===== src/rtl/fifo_pkg.sv =====
// rtl/fifo_pkg.sv - shared constants and types for the fifo_sync read-side blocks
package fifo_pkg;
  localparam int DATA_WIDTH_DEF = 32;
  localparam int STATS_W        = 32;
  typedef logic [1:0] occ_t;
endpackage


===== src/rtl/fifo_rd_skid.sv =====
// rtl/fifo_rd_skid.sv - two-slot in-order output buffer with head pointer and occupancy
module fifo_rd_skid
  import fifo_pkg::*;
#(
  parameter int DATA_WIDTH = DATA_WIDTH_DEF
) (
  input  logic                  clk,
  input  logic                  rst_n,
  input  logic                  i_push,
  input  logic [DATA_WIDTH-1:0] i_push_data,
  input  logic                  i_pop,
  output logic [1:0]            o_occ,
  output logic [DATA_WIDTH-1:0] o_head_data
);

  logic [DATA_WIDTH-1:0] r_slot [2];
  logic                  r_head;
  occ_t                  r_occ;
  logic                  w_tail;

  // Tail sits occ slots past the head; with occ==1 and push+pop together the
  // new word lands exactly where the advanced head will point.
  assign w_tail = r_head ^ r_occ[0];

  always_ff @(posedge clk or negedge rst_n) begin
    if (!rst_n) begin
      r_slot[0] <= '0;
      r_slot[1] <= '0;
      r_head    <= 1'b0;
      r_occ     <= '0;
    end else begin
      if (i_push) begin
        r_slot[w_tail] <= i_push_data;
      end
      if (i_pop) begin
        r_head <= ~r_head;
      end
      r_occ <= r_occ + {1'b0, i_push} - {1'b0, i_pop};
    end
  end

  assign o_occ       = r_occ;
  assign o_head_data = r_slot[r_head];

endmodule


===== src/rtl/fifo_stream_reader.sv =====
// rtl/fifo_stream_reader.sv - drains fifo_sync into a bubble-free valid/ready stream
// Optional FIFO_RD_STATS_EN adds words_out and stall_cycles counters.
module fifo_stream_reader
  import fifo_pkg::*;
#(
  parameter int DATA_WIDTH = DATA_WIDTH_DEF
) (
  input  logic                  clk,
  input  logic                  rst_n,
  input  logic                  en,
  input  logic                  fifo_empty,
  input  logic [DATA_WIDTH-1:0] fifo_data_out,
  output logic                  fifo_rd_en,
  output logic                  m_valid,
  output logic [DATA_WIDTH-1:0] m_data,
  input  logic                  m_ready,
  output logic                  busy
`ifdef FIFO_RD_STATS_EN
  ,
  output logic [STATS_W-1:0]    words_out,
  output logic [STATS_W-1:0]    stall_cycles
`endif
);

  logic       r_inflight;
  logic [1:0] w_occ;
  logic       w_pop;
  logic [2:0] w_level;

  assign w_pop   = m_valid && m_ready;
  // Words already committed to the buffer after this edge; a pop only happens
  // with occ >= 1, so this never underflows.
  assign w_level = {1'b0, w_occ} + {2'b00, r_inflight} - {2'b00, w_pop};

  assign fifo_rd_en = en && !fifo_empty && (w_level < 3'd2);
  assign m_valid    = (w_occ != 2'd0);
  assign busy       = m_valid || r_inflight;

  always_ff @(posedge clk or negedge rst_n) begin
    if (!rst_n) begin
      r_inflight <= 1'b0;
    end else begin
      r_inflight <= fifo_rd_en;
    end
  end

  fifo_rd_skid #(
    .DATA_WIDTH(DATA_WIDTH)
  ) u_skid (
    .clk        (clk),
    .rst_n      (rst_n),
    .i_push     (r_inflight),
    .i_push_data(fifo_data_out),
    .i_pop      (w_pop),
    .o_occ      (w_occ),
    .o_head_data(m_data)
  );

`ifdef FIFO_RD_STATS_EN
  logic [STATS_W-1:0] r_words_out;
  logic [STATS_W-1:0] r_stall_cycles;

  always_ff @(posedge clk or negedge rst_n) begin
    if (!rst_n) begin
      r_words_out    <= '0;
      r_stall_cycles <= '0;
    end else begin
      if (w_pop) begin
        r_words_out <= r_words_out + 1'b1;
      end
      if (m_valid && !m_ready) begin
        r_stall_cycles <= r_stall_cycles + 1'b1;
      end
    end
  end

  assign words_out    = r_words_out;
  assign stall_cycles = r_stall_cycles;
`endif

endmodule


===== config.mk =====
export PLATFORM = sky130hd
export DESIGN_NAME = fifo_stream_reader
export DESIGN_NICKNAME = d
export VERILOG_FILES = /design/src/rtl/fifo_pkg.sv /design/src/rtl/fifo_rd_skid.sv /design/src/rtl/fifo_stream_reader.sv
export SDC_FILE = /design/constraint.sdc
export NUM_CORES = 1
export LEC_CHECK = 0
export ABC_AREA = 1
export CORE_UTILIZATION = 40
export DETAILED_ROUTE_END_ITERATION = 10
export PLACE_DENSITY = 0.74
export SYNTH_ARGS = -nofsm -noshare
export SYNTH_HDL_FRONTEND = slang
export SYNTH_HIERARCHICAL = 1
export SYNTH_SLANG_ARGS = --single-unit

===== constraint.sdc =====
create_clock -name clk -period 2.7 [get_ports clk]
set_clock_uncertainty 0.2 [all_clocks]
set_input_delay 0.54 -clock clk [delete_from_list [all_inputs] [get_ports clk]]
set_output_delay 0.54 -clock clk [all_outputs]
set_load 0.01 [all_outputs]

======== Word-level counts from Yosys, hierarchy flattened ========
Cells that the tools add are included.
word-level totals
  word-level logic and storage cells ...... 30
  register bits after elaboration ......... 68
  input bits .............................. 37
cells by class
  add/subtract/negate cells ............... 4
  order comparisons ....................... 4
  bitwise logic cells ..................... 4
  muxes and demuxes ....................... 6
  reduce and logical (&&, ||, !) cells .... 7
operator list
  operator            number
  $mux 32             4
  $bwmux 64           1
  $demux 32 s1        1
  $ge 2x2->1 const B  2
  $logic_and 1x1->1   4
  $not 1->2           2
  $add 2x1->3         1
  $lt 3x2->1 const B  1
  $sub 3x1->3         1
  $add 2x1->2         1
  $lt 2x1->1 const B  1
  $reduce_bool 2->1   1
  $sub 2x1->2         1
  $logic_not 1->1     1
  $logic_or 1x1->1    1
  $not 1->1           1
  $xor 1x1->1         1

======== Depth between registers and ports, before layout ========
Gate-level depths: netlist (run 1).
  depth after elaboration ................. 7
  mapped depth ............................ 8
  gate-level depth less buffers ........... 8

======== Modules after synthesis ========
The synthesis (run 1) kept the hierarchy.
modules (own cells, without submodules)
  module              times used  cells each  area each (µm²)  sequential area each (µm²)
  fifo_rd_skid        1           403         3150.5           1676.6
  fifo_stream_reader  1           17          121.4            25.0

======== Least setup slack after synthesis (run 1) ========
Ideal clock, no wire load.
  path type ............................... reg2out
  from .................................... register u_skid.r_occ[1] (netlist: u_skid/o_occ[1])
  to ...................................... output port fifo_rd_en
  data arrival time ....................... 1.893 ns
  data required time ...................... 1.960 ns
  stages on the path, launching flop included .. 7
  buffers on the path ..................... 0
  path slack .............................. 0.067 ns
  cells stage by stage .................... dfrtp_1 > o21a_1 > ha_1 > or2_1 > fa_1 > nand3_1 > nor2_2
on the way
  word-level cells in the longest chain between the ends .. 5
RTL lines
  element                 RTL line                  RTL
  from (decl)             fifo_rd_skid.sv:18        occ_t r_occ;
  from (signal assigned)  fifo_rd_skid.sv:38        r_occ <= r_occ + {1'b0, i_push} - {1'b0, i_pop};
  $reduce_bool 2->1       fifo_stream_reader.sv:36  assign m_valid = (w_occ != 2'd0);
  $logic_and 1x1->1       fifo_stream_reader.sv:30  assign w_pop = m_valid && m_ready;
  via w_pop               fifo_stream_reader.sv:27  logic w_pop;
  $sub 3x1->3             fifo_stream_reader.sv:33  assign w_level = {1'b0, w_occ} + {2'b00, r_inflight} - {2'b00, w_pop};
  $lt 3x2->1              fifo_stream_reader.sv:35  assign fifo_rd_en = en && !fifo_empty && (w_level < 3'd2);
  $logic_and 1x1->1       fifo_stream_reader.sv:35
  to (decl)               fifo_stream_reader.sv:13  output logic fifo_rd_en,
The timed path passes the listed nets, and every way through them passes these cells.

======== Final worst setup path (run 1) ========
Same ends and word-level chain as after synthesis.

==> flow_summary.toml, run 1 <==
[sta]
finalWorstSetupSlack_ns = -0.344
hold_viol = 0
setup_viol_count_final = 1
fin_crit_sh_pct = 113
slew_headroom_pct = 49.0
rsz0062_at_grt = "true"
finalWorstPathRequiredPeriod_ns = 3.04
final.hold.worst_slack_ns = 0.0652
tightest_slew_ns = 0.766
timing.fmax_mhz = 329
final-max-slew-violation-count = 0

[min_path]
hold_path_class = "input pin to asynchronous set/reset pin"

[placed_design]
port-buffer-count = 71
pre_cts_ws_ns = -0.920
placer_congestion = 0.804
post-dp-hpwl_um = 5220

[critical_path]
cp.required_ns = 1.96
path_class = "flop to primary output"
critical_path.startpoint_type = "flop"
end_kind = "primary output"
critPathSlowestCell = "fa_2"
largest_fanout_on_the_critical_path = 2
chain_of_cells_forming_the_critical_path = "o21a_1 -> ha_1 -> or2_1 -> fa_2 -> nand3_2 -> nor2_2 -> buf_2"
critPathMaxStageDelay_ns = 0.54
arrival_time_of_data_at_the_critical_path_endpoint_ns = 2.30

[cts]
clkTransAtPathRegs_ns = 0.07
cts_htree_levels = 3
cts_tree = "done"
clkLatencyLatePin_ns = 0.33
clk_root_buffer_cell = "clkbuf_8"
cts.path.max_buffers = 2
cts_num_sinks = 68
cts_buffers = 9

[power_and_ir_drop]
power-per-cell-area_nw_per_um2 = 1280
max-vdd-ir-drop_uv = 753
static-leakage-power_uw = 0.00222

[global_routing]
first_global_vias = 2838
grt_pass1_wl_um = 13900
grt_antenna_before_repair = 0
grt-ovfl-total = 0
grt_util_overall_pct = 20.7
pin_count_of_the_biggest_net_entering_global_routing = 68

[die]
initial_core_util_pct = 41.9
die_h_um = 92.4
io-pin-count = 72
overall_die_area_um2 = 8550
placement_rows = 32
floorplan.die.width_um = 92.4
core_area_um2 = 7810

[route]
drc = 0
drt_iter0_markers = 188
via_count = 3079
wl_per_cell_um = 14.2
drt.antenna.violating_nets = 0
detailedRoute.firstPassIterationCount = 6
wl_um = 8490
route.detailed.vias_per_inst = 5.16

[finish]
layout.nets = 533
final_layout_size_suffix_gt1_share_pct = 9.29
areaGrowthSynthToFinish_pct = 30.7
antenna_cells_inserted = 0
leading_cell_types_in_the_layout_fill_and_taps_excluded = "nand2_1 (233), clkdlybuf4s50_1 (68), dfrtp_1 (67)"
mostFrequentLayoutCell = "nand2_1"

[run_status]
run_status = "finished with violations"
violations_in_the_final_reports = "setup timing"

[logic_synthesis]
yosys_warning_count = 6
post_synthesis_instance_total = 420
seq_area_frac_synth_pct = 52.0
yosys_reg_bits = 68
synth.avg_cell_area_um2 = 7.79
mappedNetlistNets = 461
yosys.cell_types.count = 20
syn_area_um2 = 3270

[job]
total_of_max_cap_violations = 0
## where the power goes
part	internal (uW)	leakage [uW]	switching [uW]
clock	343	0.0000848	357
combinational	1300	0.00130	1680
sequential	1530	0.000827	265
total	3180	0.00222	2300
## final cells by class
type                       count  area, um^2
sequential                    68        1700
clock buffer                  11         141
fill                         740        3530
inverter                       9        36.3
tap                          102         128
multi-input combinational    314        1400
clock inverter                 3        15.0
timing repair buffer          90         855
## synthesized netlist by cell type (all sizes together)
cell type	instances	share of area [%]
nand2	236	27
dfrtp	68	52
nand3	36	5.8
nand4	32	6.1
buf	24	3.7
inv	9	1.1
clkbuf	5	0.57
ha	3	1.1
xor2	2	0.54
fa	1	0.61
nor2	1	0.19
o21a	1	0.23
or2	1	0.19
xnor2	1	0.27
## worst max-delay path: cells and delay by family (launching register included)
| family | cells | cell delay (ns) |
|---|---|---|
| flops | 1 | 0.39 |
| simple gates | 3 | 0.44 |
| compound gates | 1 | 0.21 |
| buf+inv | 1 | 0.14 |
| fa+ha+maj | 2 | 0.81 |
## metal layers
metal	GRT usage [%]	wire length, um	vias to the layer above
met5	0	0	-
met4	7.03	85	0
met3	4.52	664	10
met2	31.2	3890	126
met1	29.5	3850	1467
li1	-	-	1476
## timing repair
item	4_1_cts	5_1_grt
setup buffers	4	2
hold buffers	0	0
pin swaps	6	5
resized for setup	5	2
endpoints found under the setup margin	1	1
## per-stage QoR
| step | setup TNS, ns | utilization, % | area [um^2] | instances | total power [uW] |
|---|---|---|---|---|---|
| after floorplan | 0 | - | 3270 | 420 | 3430 |
| after global routing | -0.419 | 54.8 | 4280 | 597 | 5900 |
| after CTS | -0.301 | 54.5 | 4260 | 595 | 5460 |
| final | -0.344 | 54.8 | 4280 | 597 | 5480 |
| after detailed placement | -0.920 | 52.2 | 4080 | 577 | 4720 |
| after global placement | -0.862 | 52.2 | 4080 | 577 | 4640 |
## registers in the layout, indices dropped and copies added, names as in the netlist
signal         flops
r_inflight         1
u_skid/r_head      1
u_skid/o_occ       2
u_skid/r_slot     64
## kinds of logic (layout without fill, tap and decap cells)
logic type	Yosys count	after routing	synth area share, %
xor+xnor	3	3	0.803
simple gates	306	306	39.8
flops	68	68	52.0
compound gates	1	1	0.230
fa+ha+maj	4	4	1.76
buf+inv	38	113	5.43
## path summary, 6_finish.rpt
| kind | startpoint | to | slack [ns] | cells past startpoint |
|---|---|---|---|---|
| worst max register to register | u_skid/o_occ[1]$_DFF_PN0_ | r_inflight$_DFF_PN0_ | 0.33 | 9 |
| worst min-delay path | rst_n | u_skid/r_slot[62]$_DFFE_PN0P_ | 0.07 | 1 |
| worst min register to register | u_skid/r_slot[32]$_DFFE_PN0P_ | u_skid/r_slot[32]$_DFFE_PN0P_ | 0.27 | 2 |
| max in group asynchronous | rst_n | u_skid/r_slot[11]$_DFFE_PN0P_ | 1.58 | 2 |
| min in group clk | u_skid/r_slot[32]$_DFFE_PN0P_ | u_skid/r_slot[32]$_DFFE_PN0P_ | 0.27 | 2 |
| worst max-delay path | u_skid/o_occ[1]$_DFF_PN0_ | fifo_rd_en | -0.34 | 7 |
No activity file was read; power rests on OpenSTA's default activity.
==> run 2, diff against run 1 <==
Settings changed: SYNTH_HIERARCHICAL 1 to unset.
==> flow_summary.toml, run 2 <==
[route]
detailedRoute.firstPassIterationCount = 5
met2WireLength_um = 4120
via_count = 3075
dr_wl_met3_um = 569
drt.antenna.violating_nets = 0
drt_iter0_markers = 176
drc = 0
wl_per_cell_um = 14.4
wirelength_met1_um = 3910
dr.max_layer_used = "met4"
wl_um = 8710
route.detailed.vias_per_inst = 5.07

[die]
io-pin-count = 72
overall_die_area_um2 = 8460
die_h_um = 92.0
initial_core_util_pct = 41.7
placement_rows = 32
floorplan.die.width_um = 92.0
core_area_um2 = 7770

[finish]
mostFrequentLayoutCell = "nand2_1"
antenna_cells_inserted = 0
areaGrowthSynthToFinish_pct = 36.0
largest-register = "u_skid.r_slot"
post-route-util_pct = 56.7
layout.cell_area.non_filler_um2 = 4400
final_layout_size_suffix_gt1_share_pct = 13.3
final-instance-count-excl-fill = 606
final.fill_count = 735
leading_cell_types_in_the_layout_fill_and_taps_excluded = "nand2_1 (228), clkdlybuf4s50_1 (68), dfrtp_1 (67)"
largest_register_ffs = 64
layout.nets = 540

[critical_path]
path_class = "flop to primary output"
reg2reg_setup_slack_ns = -0.24
end_kind = "primary output"
largest_fanout_on_the_critical_path = 2
arrival_time_of_data_at_the_critical_path_endpoint_ns = 2.30
worstReg2RegEnd = "u_skid.r_head$_DFFE_PN0P_"
cp.required_ns = 1.96
reg2regPathDepth = 21
critical_path.startpoint_type = "flop"
critical_path.reg2reg.startpoint = "u_skid.o_occ[1]$_DFF_PN0_"

[power_and_ir_drop]
static-leakage-power_uw = 0.00224
netSwitchingPower_uw = 2340
power.total_uw = 5760
power.share.switching_pct = 40.7
share_comb_of_total_power_pct = 54.1
power-per-cell-area_nw_per_um2 = 1310
max-vdd-ir-drop_uv = 750
power.sequential.fraction_pct = 31.7
power.share.clock_pct = 14.2
p_int_uw = 3420

[job]
total_of_max_cap_violations = 0

[placed_design]
pre_cts_ws_ns = -0.881
placer_congestion = 0.776
port-buffer-count = 71
post-dp-hpwl_um = 4920
dpl.cell_count = 569
placement.cell_area_um2 = 4020

[logic_synthesis]
yosys.area.top_type = "dfrtp_1"
synthDominantCellAreaShare_pct = 52.5
synthTopCellsByArea = "dfrtp_1 (53%), nand2_1 (27%), nand4_1 (6.2%)"
synth_async_sr_flop_share_pct = 100
ys.flop_type = "dfrtp_1"
syn_area_um2 = 3240
post_synthesis_instance_total = 411
yosys_warning_count = 0
yosys.cell_types.count = 20
seq_area_frac_synth_pct = 52.5
synth_edf_count = 0
yosys_reg_bits = 68
synth.avg_cell_area_um2 = 7.88
mappedNetlistNets = 451
post_synth_most_frequent_cells = "nand2_1 (231), dfrtp_1 (68), nand3_1 (32), nand4_1 (32), buf_2 (13)"
yosysMostFrequentCell = "nand2_1"

[cts]
cts_htree_levels = 3
clkTransAtPathRegs_ns = 0.07
cts.path.max_buffers = 2
cts_buffers = 9
clk_root_buffer_cell = "clkbuf_8"
cts_num_sinks = 68
cts_tree = "done"
clkLatencyLatePin_ns = 0.33

[sta]
tightest_slew_ns = 0.667
fin_crit_sh_pct = 113
final-max-slew-violation-count = 0
slew_headroom_pct = 55.4
hold_viol = 0
finalWorstSetupSlack_ns = -0.342
finalWorstPathRequiredPeriod_ns = 3.04
setup_viol_count_final = 2
timing.fmax_mhz = 329
rsz0062_at_grt = "true"

[global_routing]
pin_count_of_the_biggest_net_entering_global_routing = 68
grt_pass1_wl_um = 14600
first_global_vias = 2995
grt-ovfl-total = 0
grt_antenna_before_repair = 0
grt_util_overall_pct = 21.8

[min_path]
min_delay_worst_endpoint = "u_skid.r_slot[54]$_DFFE_PN0P_"
launch_instance_of_the_worst_min_delay_path = "u_skid.r_slot[54]$_DFFE_PN0P_"
holdPathStages = 2
hold_path_class = "flop to flop"

[run_status]
run_status = "finished with violations"
violations_in_the_final_reports = "setup timing"
run 2: layer usage:
layer	track usage (%)	up-vias
met3	3.15	10
met1	30.1	1451
li1	-	1488
met2	35.5	126
met5	0	-
met4	7.03	0
run 2: worst max-delay path by stage:
| stage | start | endpoint | slack [ns] | cells after the start |
|---|---|---|---|---|
| after floorplan | u_skid.o_occ[0]$_DFF_PN0_ | fifo_rd_en | 0.01 | 11 |
| after global placement | m_ready | fifo_rd_en | -0.86 | 11 |
| after detailed placement | m_ready | fifo_rd_en | -0.88 | 11 |
| after CTS | u_skid.o_occ[0]$_DFF_PN0_ | fifo_rd_en | -0.34 | 12 |
| after global routing | u_skid.o_occ[1]$_DFF_PN0_ | fifo_rd_en | -0.42 | 12 |
| final | u_skid.o_occ[1]$_DFF_PN0_ | fifo_rd_en | -0.34 | 12 |
run 2: worst max-delay path, stage by stage (launching register included):
cell	delay, ns
dfrtp_1	0.41
inv_2	0.08
nand2_2	0.07
nand2_2	0.07
inv_2	0.06
ha_4	0.25
inv_2	0.04
ha_4	0.14
fa_1	0.46
inv_1	0.07
nand3b_1	0.08
nor2_2	0.10
buf_2	0.13
run 2: what timing repair did:
item                                    CTS  global route
gates resized for setup                  14             4
buffers inserted                         20             3
pin swaps                                 7             3
hold endpoints to repair                 16             0
hold buffers                              1             0
gates cloned                              0             0
endpoints found under the setup margin    2             3
run 2: power by group through the flow:
stage          Clock (uW)  Combinational, uW  Sequential (uW)
6_report              819               3120             1830
5_1_grt               875               3440             1880
4_1_cts               833               3050             1810
3_5_place_dp            0               2880             1820
3_3_place_gp            0               2830             1800
2_1_floorplan           0               1700             1760
run 2: area by class of cell:
type	instances	area [um^2]	share of cell area, %
Timing Repair Buffer	107	983	22.3
Multi-Input combinational cell	307	1380	31.3
Clock buffer	13	149	3.38
Inverter	7	28.8	0.653
Clock inverter	2	35.0	0.795
Tap cell	102	128	2.90
Sequential cell	68	1700	38.7
run 2: cells by family after synthesis:
logic type,after synthesis,share of synthesized area (%)
fa+ha+maj,3,1.39
buf+inv,36,6.03
xor+xnor,1,0.270
flops,68,52.5
simple gates,303,39.8
run 2: metrics by stage:
step           TNS [ns]  hold WS [ns]
5_1_grt          -0.723         0.287
3_3_place_gp     -0.857         0.253
3_5_place_dp     -0.881         0.258
6_report         -0.582         0.273
2_1_floorplan         0        0.0444
4_1_cts          -0.656         0.275
==> run 3, diff against run 2 <==
Settings changed: CTS_CLUSTER_DIAMETER set to 120.
==> results of run 3 <==
No change in the layout: final DEF, timing and power equal those of run 2.
